**src/rtl/dmem_arb_pkg.sv**
```systemverilog
// Shared types and constants for the data-memory arbiter.
// Optional CPU lock feature is controlled by macro DMEM_ARB_LOCK_EN.
package dmem_arb_pkg;

  // Access sequencer state
  typedef enum logic {
    ST_IDLE = 1'b0,
    ST_BUSY = 1'b1
  } state_t;

  // Requester identifiers; also used as the round-robin history
  typedef enum logic {
    GNT_CPU = 1'b0,
    GNT_DBG = 1'b1
  } gnt_t;

  // Width of the access-cycle down-counter (MEM_LAT up to 15)
  localparam int CNT_W = 4;

endpackage

```
**src/rtl/dmem_arbiter_rr_pick2.sv**
```systemverilog
// Combinational 2-way round-robin picker.
// req[0] is the CPU, req[1] is the debug port. 'lock' forces the CPU
// to win whenever it is requesting; otherwise a tie goes to whoever
// was not granted last.
module rr_pick2
  import dmem_arb_pkg::*;
(
  input  logic [1:0] req,
  input  gnt_t       last,
  input  logic       lock,
  output logic       gnt_valid,
  output gnt_t       gnt_id
);

  // Pick the winner among the active requests
  always_comb begin
    gnt_valid = |req;
    gnt_id    = GNT_CPU;
    if (lock && req[0]) begin
      gnt_id = GNT_CPU;
    end else if (req[0] && req[1]) begin
      gnt_id = (last == GNT_CPU) ? GNT_DBG : GNT_CPU;
    end else if (req[1]) begin
      gnt_id = GNT_DBG;
    end else begin
      gnt_id = GNT_CPU;
    end
  end

endmodule

```
**src/rtl/dmem_arbiter.sv**
```systemverilog
// Data-memory arbiter: shares a single-port DMEM between the CPU
// load/store path and a debug/loader port. Round-robin arbitration in
// IDLE, fixed MEM_LAT-cycle access in BUSY, one-cycle ready pulse to
// the owner in the final access cycle.
// Handshake: a requester holds req (and its we/addr/wdata) until it
// sees ready for one cycle; the request fields are sampled only at the
// grant edge, and a req still high in the following IDLE cycle is a new
// request.
// Optional: define DMEM_ARB_LOCK_EN to add cpu_lock, which keeps the
// CPU granted across consecutive accesses for read-modify-write.
module dmem_arbiter
  import dmem_arb_pkg::*;
#(
  parameter int ADDR_W  = 32,
  parameter int DATA_W  = 32,
  parameter int MEM_LAT = 1
) (
  input  logic              CLK,
  input  logic              RST,
  input  logic              cpu_req,
  input  logic              cpu_we,
  input  logic [ADDR_W-1:0] cpu_addr,
  input  logic [DATA_W-1:0] cpu_wdata,
  output logic [DATA_W-1:0] cpu_rdata,
  output logic              cpu_ready,
`ifdef DMEM_ARB_LOCK_EN
  input  logic              cpu_lock,
`endif
  input  logic              dbg_req,
  input  logic              dbg_we,
  input  logic [ADDR_W-1:0] dbg_addr,
  input  logic [DATA_W-1:0] dbg_wdata,
  output logic [DATA_W-1:0] dbg_rdata,
  output logic              dbg_ready,
  output logic              mem_en,
  output logic              mem_we,
  output logic [ADDR_W-1:0] mem_addr,
  output logic [DATA_W-1:0] mem_wdata,
  input  logic [DATA_W-1:0] mem_rdata,
  output state_t            fsm_state_o
);

  localparam logic [CNT_W-1:0] CNT_INIT = CNT_W'(MEM_LAT - 1);
  localparam logic             LAT_ONE  = (MEM_LAT == 1);

  state_t            state_q;
  gnt_t              last_q;
  logic [CNT_W-1:0]  cnt_q;
  logic              mem_en_q;
  logic              mem_we_q;
  logic [ADDR_W-1:0] mem_addr_q;
  logic [DATA_W-1:0] mem_wdata_q;
  logic [DATA_W-1:0] cpu_rdata_q;
  logic [DATA_W-1:0] dbg_rdata_q;
  logic              cpu_ready_q;
  logic              dbg_ready_q;

  logic              gnt_valid;
  gnt_t              gnt_id;
  logic              lock_eff;

  logic              req_we_d;
  logic [ADDR_W-1:0] req_addr_d;
  logic [DATA_W-1:0] req_wdata_d;
  logic              ready_set_d;
  gnt_t              ready_owner_d;

`ifdef DMEM_ARB_LOCK_EN
  logic lock_q;

  // Lock follows cpu_lock at each CPU completion; drops when the CPU goes quiet
  always_ff @(posedge CLK or posedge RST) begin
    if (RST) begin
      lock_q <= 1'b0;
    end else if (state_q == ST_BUSY && cnt_q == '0 && last_q == GNT_CPU) begin
      lock_q <= cpu_lock;
    end else if (state_q == ST_IDLE && !cpu_req) begin
      lock_q <= 1'b0;
    end
  end

  assign lock_eff = lock_q;
`else
  assign lock_eff = 1'b0;
`endif

  rr_pick2 u_pick (
    .req       ({dbg_req, cpu_req}),
    .last      (last_q),
    .lock      (lock_eff),
    .gnt_valid (gnt_valid),
    .gnt_id    (gnt_id)
  );

  // Winner's request fields, and whether the next cycle is a final access cycle
  always_comb begin
    req_we_d      = (gnt_id == GNT_CPU) ? cpu_we    : dbg_we;
    req_addr_d    = (gnt_id == GNT_CPU) ? cpu_addr  : dbg_addr;
    req_wdata_d   = (gnt_id == GNT_CPU) ? cpu_wdata : dbg_wdata;
    ready_set_d   = 1'b0;
    ready_owner_d = last_q;
    if (state_q == ST_IDLE) begin
      ready_set_d   = gnt_valid && LAT_ONE;
      ready_owner_d = gnt_id;
    end else if (cnt_q == CNT_W'(1)) begin
      ready_set_d   = 1'b1;
      ready_owner_d = last_q;
    end
  end

  // Arbitration / access sequencer with registered memory-side outputs
  always_ff @(posedge CLK or posedge RST) begin
    if (RST) begin
      state_q     <= ST_IDLE;
      last_q      <= GNT_DBG;
      cnt_q       <= '0;
      mem_en_q    <= 1'b0;
      mem_we_q    <= 1'b0;
      mem_addr_q  <= '0;
      mem_wdata_q <= '0;
      cpu_rdata_q <= '0;
      dbg_rdata_q <= '0;
      cpu_ready_q <= 1'b0;
      dbg_ready_q <= 1'b0;
    end else begin
      cpu_ready_q <= ready_set_d && (ready_owner_d == GNT_CPU);
      dbg_ready_q <= ready_set_d && (ready_owner_d == GNT_DBG);
      case (state_q)
        ST_IDLE: begin
          if (gnt_valid) begin
            state_q     <= ST_BUSY;
            mem_en_q    <= 1'b1;
            mem_we_q    <= req_we_d;
            mem_addr_q  <= req_addr_d;
            mem_wdata_q <= req_wdata_d;
            cnt_q       <= CNT_INIT;
            last_q      <= gnt_id;
          end
        end
        ST_BUSY: begin
          if (cnt_q == '0) begin
            state_q  <= ST_IDLE;
            mem_en_q <= 1'b0;
            mem_we_q <= 1'b0;
            if (!mem_we_q) begin
              if (last_q == GNT_CPU) cpu_rdata_q <= mem_rdata;
              else                   dbg_rdata_q <= mem_rdata;
            end
          end else begin
            cnt_q <= cnt_q - 1'b1;
          end
        end
        default: state_q <= ST_IDLE;
      endcase
    end
  end

  // Read data is only valid from DMEM in the final cycle, so pass it through then
  assign cpu_rdata   = (cpu_ready_q && !mem_we_q) ? mem_rdata : cpu_rdata_q;
  assign dbg_rdata   = (dbg_ready_q && !mem_we_q) ? mem_rdata : dbg_rdata_q;
  assign cpu_ready   = cpu_ready_q;
  assign dbg_ready   = dbg_ready_q;
  assign mem_en      = mem_en_q;
  assign mem_we      = mem_we_q;
  assign mem_addr    = mem_addr_q;
  assign mem_wdata   = mem_wdata_q;
  assign fsm_state_o = state_q;

endmodule
```
**config.mk**
```make
export PLATFORM = sky130hd
export DESIGN_NAME = dmem_arbiter
export DESIGN_NICKNAME = d
export VERILOG_FILES = /design/src/rtl/dmem_arb_pkg.sv /design/src/rtl/dmem_arbiter_rr_pick2.sv /design/src/rtl/dmem_arbiter.sv
export SDC_FILE = /design/constraint.sdc
export NUM_CORES = 1
export LEC_CHECK = 0
export CORE_ASPECT_RATIO = 1.75
export CORE_MARGIN = 10
export CORE_UTILIZATION = 46
export DETAILED_ROUTE_END_ITERATION = 6
export GPL_TIMING_DRIVEN = 0
export HOLD_SLACK_MARGIN = 0.06
export PLACE_DENSITY = 0.94
export SYNTH_ARGS = -nofsm -noshare
export SYNTH_HDL_FRONTEND = slang
export SYNTH_SLANG_ARGS = --single-unit
```
**constraint.sdc**
```tcl
create_clock -name CLK -period 14.65 [get_ports CLK]
set_input_delay 4.395 -clock CLK [delete_from_list [all_inputs] [get_ports CLK]]
set_output_delay 4.395 -clock CLK [all_outputs]
set_load 0.005 [all_outputs]
```
-- Word-level counts from Yosys, hierarchy flattened
Index checks and enable logic that the tools add are counted.
- bits of input ports: 166
- output and inout bits: 133
- bits in writable memories: 0
- memories kept: 0
- register bits after elaboration: 138
- bits in latches: 0
- ROM bits: 0
- logic and storage cells: 55
- $lt $le $gt $ge: 0
- div/mod/pow operators: 0
- reduce and logical (&&, ||, !) cells: 13
- $mul: 0
- muxes and demuxes: 22
- equal/unequal tests: 4
- shift operators: 0
- bitwise gates (word level): 4
- add/sub/neg operators: 1
- operator list (cell ; count):
    $mux W32 ; 4
    $mux W1 ; 12
    $mux W4 ; 2
    $pmux W4 S2 ; 1
    $reduce_and A4 Y1 ; 2
    $pmux W1 S2 ; 3
    $reduce_and A2 Y1 ; 3
    $logic_and A1 B1 Y1 ; 5
    $eq A4 B1 Y1 const B ; 1
    $logic_not A4 Y1 ; 1
    $ne A2 B2 Y1 const B ; 2
    $not A1 Y1 ; 4
    $sub A4 B1 Y4 const B ; 1
    $ne A2 B1 Y1 const B ; 1
    $reduce_or A2 Y1 ; 1
    $logic_not A1 Y1 ; 1

-- Depth between registers and ports, before layout
- depth in word-level cells: 5
- mapped depth: 7
- mapped depth without buffers: 5

-- Cells and area by module
A second synthesis with hierarchy kept.
- cell total of the unflattened synthesis: 539
- area total of the unflattened synthesis: 6712.7 um^2
- by module, submodules not included (module ; instances ; sequential area each (um^2) ; cells each ; area an instance (um^2)):
    dmem_arbiter ; 1 ; 3454.6 ; 536 ; 6695.2
    rr_pick2 ; 1 ; 0.0 ; 3 ; 17.5

-- Least setup slack after synthesis
OpenSTA, ideal clock, no wires.
- path type: input to output
- start point: input mem_rdata[30]
- end point: output cpu_rdata[30]
- cell stages on the path: 1
- arrival: 4676 ps
- slack: 5579 ps
- required time: 10255 ps
- cell sequence: mux2_1
- cells in the longest elaborated chain, start to end: 1
- ends and longest elaborated chain (element ; line ; text):
    start: declaration ; dmem_arbiter.sv:39 ; input logic [DATA_W-1:0] mem_rdata,
    $mux W32 ; dmem_arbiter.sv:159 ; assign cpu_rdata = (cpu_ready_q && !mem_we_q) ? mem_rdata : cpu_rdata_q;
    end: declaration ; dmem_arbiter.sv:24 ; output logic [DATA_W-1:0] cpu_rdata,
No other way between the ends.

-- Final worst setup path
- start point: input mem_rdata[22]
- end point: output cpu_rdata[22]
The elaborated chain is that of the path after synthesis.

==> reports/summary.txt <==
syn_area_per_cell -> 9.85 um2
gr usage total -> 23.1%
DR pass1 iterations -> 5
Worst-Skew Late Latency -> 0.41 ns
post-synth top area cell -> dfrtp_1
number of vias per cell -> 5.23
syn nets -> 849
Post-synth EDFFs -> 0
Cell Pwr Density -> 166 nW/um2
placed cell count -> 1159
Pleak -> 4.61 nW
critical path class -> in2out
GPL Wtd Cong -> 0.845
largest net degree at the start of global routing -> 98
sequential area share after synthesis -> 51.6%
final core utilization -> 73.4%
Worst setup EP type -> primary output
vias in the first global route -> 6654
FF-to-FF Start -> fsm_state_o
crit path DAT -> 5.66 ns
Pwr Total -> 1.74 mW
Root Driver -> clkbuf_16
YS warnings -> 0
clk sink count -> 138
sum of negative setup slack -> 0 ns
hpwl dp -> 18500 um
die extent in x -> 111 um
final wirelength -> 23700 um
Clock Skews -> 0.00887 ns
Hold WC Path Type -> reg2reg
Max clock buf depth -> 2
# IOs -> 299
Critical Path Fanout Max -> 4
area fraction of the dominant cell type after synthesis -> 51.2%
Starting Density -> 46.8%
Worst Hold Launch -> mem_en
Post-CTS Setup Bufs -> 0
design area -> 10500 um2
crit share post-route -> 68.7%
Most common cell on crit path -> clkdlybuf4s50_1
critical path, cell by cell -> clkdlybuf4s50_1, mux2_2, clkdlybuf4s50_1
max cap viols -> 0
Max-slew headroom -> 53.8%
Buffers on Ports -> 298
Final setup viols -> 0
worst reg2reg path depth -> 5
Final Max Tran Viols -> 0
Slew @ Worst Pin -> 0.694 ns
crit start category -> input pin
Die ar. -> 20000 um2
Core Region -> 14300 um2
R2R Path End -> mem_wdata[31]
placed inst area -> 9940 um2
Placement Rows -> 58
Hold Crit Endpoint -> mem_en
CTS tree -> done
initial antenna violation count -> 1
RSZ-0062 raised after global routing -> no
cts bufs inserted -> 17
met1 Track Usage GR -> 23.6%
met2 usage -> 42.9%
outcome -> finished, final reports clean
asr flop ratio synth -> 100%
Nets -> 1167
Main synth FF type -> dfrtp_1
Worst-path clk slew -> 0.05 ns
GRT overflow -> 0
# DRC -> 0
Hold WS -> 0.483 ns
most frequent cell after synthesis -> nand2_1
FMAX -> 99.4 MHz
PostCTS Resize Cnt -> 0
Routed WL per cell -> 19.9 um
CTS Hold Bufs -> 0
Synth Instances -> 680
slowest CP cell -> clkdlybuf4s50_1
min cycle time layout -> 10.06 ns
worst stage delay on the critical path -> 0.57 ns
DRT iter0 DRCs -> 271
post-route antenna net violation count -> 0
Max IR drop VDD -> 0.0000746 V
Post-synth top cells -> nand2_1, dfrtp_1, a21oi_1
global route hottest layer -> met2
mapped cell area -> 6700 um2
Crit path required time -> 10.26 ns
number of distinct library cells after synthesis -> 31
flops & latches, synth -> 138
Fillers -> 926
grt met3 use -> 7.27%
ranking of synthesized cells by area -> dfrtp_1, mux2_2, a21oi_1
Via Count -> 6231
worst hold stages -> 2
Reg2Reg Setup Slack -> 12.61 ns
PnR worst setup slack -> 4.59 ns
count of final hold-check violations -> 0
die height -> 180 um
area grow syn2layout -> 56.7%
first-pass GRT wire length -> 37100 um
pre-CTS setup slack -> 4.62 ns
H-tree depth -> 4
Post-Layout Cell Count -> 1191
layout cells sized above 1 -> 14.0%
[worst max-delay path by stage]
stage             startpoint       endpoint  slack, ns  cells after the start
2_1_floorplan  mem_rdata[30]  cpu_rdata[30]       5.58                      1
3_3_place_gp             RST  mem_wdata[10]       4.57                      2
3_5_place_dp    mem_rdata[4]   cpu_rdata[4]       4.62                      3
4_1_cts        mem_rdata[10]  cpu_rdata[10]       4.60                      3
5_1_grt        mem_rdata[10]  cpu_rdata[10]       4.56                      3
6_report       mem_rdata[22]  cpu_rdata[22]       4.59                      3
[layout by cell type, fill, tap and decap left out, drive strengths merged]
cell / synthesis / layout
buf: 18 / 19
o22ai: 1 / 1
mux2: 96 / 96
o21ai: 3 / 3
nand2b: 4 / 4
mux2i: 3 / 3
a21bo: 1 / 1
clkdlybuf4s50: 0 / 298
clkinvlp: 0 / 4
o21bai: 1 / 1
o21ba: 1 / 1
nor3: 1 / 1
nor2: 65 / 65
clkinv: 0 / 7
dfrtp: 137 / 137
dfstp: 1 / 1
a21boi: 1 / 1
ha: 3 / 3
inv: 5 / 7
nor2b: 4 / 4
nand3: 1 / 1
clkbuf: 29 / 46
or3b: 1 / 1
a31oi: 2 / 2
nand2: 167 / 167
nand4bb: 1 / 1
diode: 0 / 1
a21oi: 132 / 132
bufinv: 0 / 1
or3: 2 / 2
[layout make-up]
| type | instances | area, um2 | share of cell area [%] |
|---|---|---|---|
| Antenna cell | 1 | 2.50 | 0.0239 |
| Buffer | 47 | 259 | 2.47 |
| Clock buffer | 17 | 425 | 4.06 |
| Clock inverter | 14 | 126 | 1.20 |
| Inverter | 5 | 23.8 | 0.227 |
| Multi-Input combinational cell | 490 | 2960 | 28.2 |
| Sequential cell | 138 | 3450 | 32.9 |
| Tap cell | 180 | 225 | 2.15 |
| Timing Repair Buffer | 299 | 3010 | 28.7 |
[metal layers]
metal | vias up | wire, um
met3 | 38 | 1580
met2 | 243 | 13200
met1 | 3038 | 8240
li1 | 2912 | -
met4 | 0 | 696
met5 | - | 0
[registers in the layout, indices dropped and copies added (netlist names)]
register / cells
cnt_q: 4
cpu_rdata_q: 32
cpu_ready: 1
dbg_rdata_q: 32
dbg_ready: 1
fsm_state_o: 1
last_q: 1
mem_addr: 32
mem_en: 1
mem_wdata: 32
mem_we: 1
[power by group]
part | switching, mW | total, mW | internal (mW)
logic | 0.284 | 0.745 | 0.461
registers | 0.0754 | 0.591 | 0.516
clock network | 0.169 | 0.402 | 0.233
[logic make-up (layout without fill, tap and decap cells)]
| kind of cell | count (synthesis) | count (layout) | share of synthesized area [%] |
|---|---|---|---|
| multiplexers | 99 | 99 | 18.3 |
| other | 0 | 1 | 0 |
| adder cells (fa/ha/maj) | 3 | 3 | 0.561 |
| buffers and inverters | 52 | 382 | 4.15 |
| AND/OR/NAND/NOR | 246 | 246 | 14.5 |
| flip-flops | 138 | 138 | 51.6 |
| AO/OA/AOI/OAI | 142 | 142 | 11.0 |
[worst max-delay path: cells and delay by family]
| kind | cells | cell delay, ns |
|---|---|---|
| buffers and inverters | 2 | 1.08 |
| muxes | 1 | 0.18 |
Power figures use the tool's default switching activity.
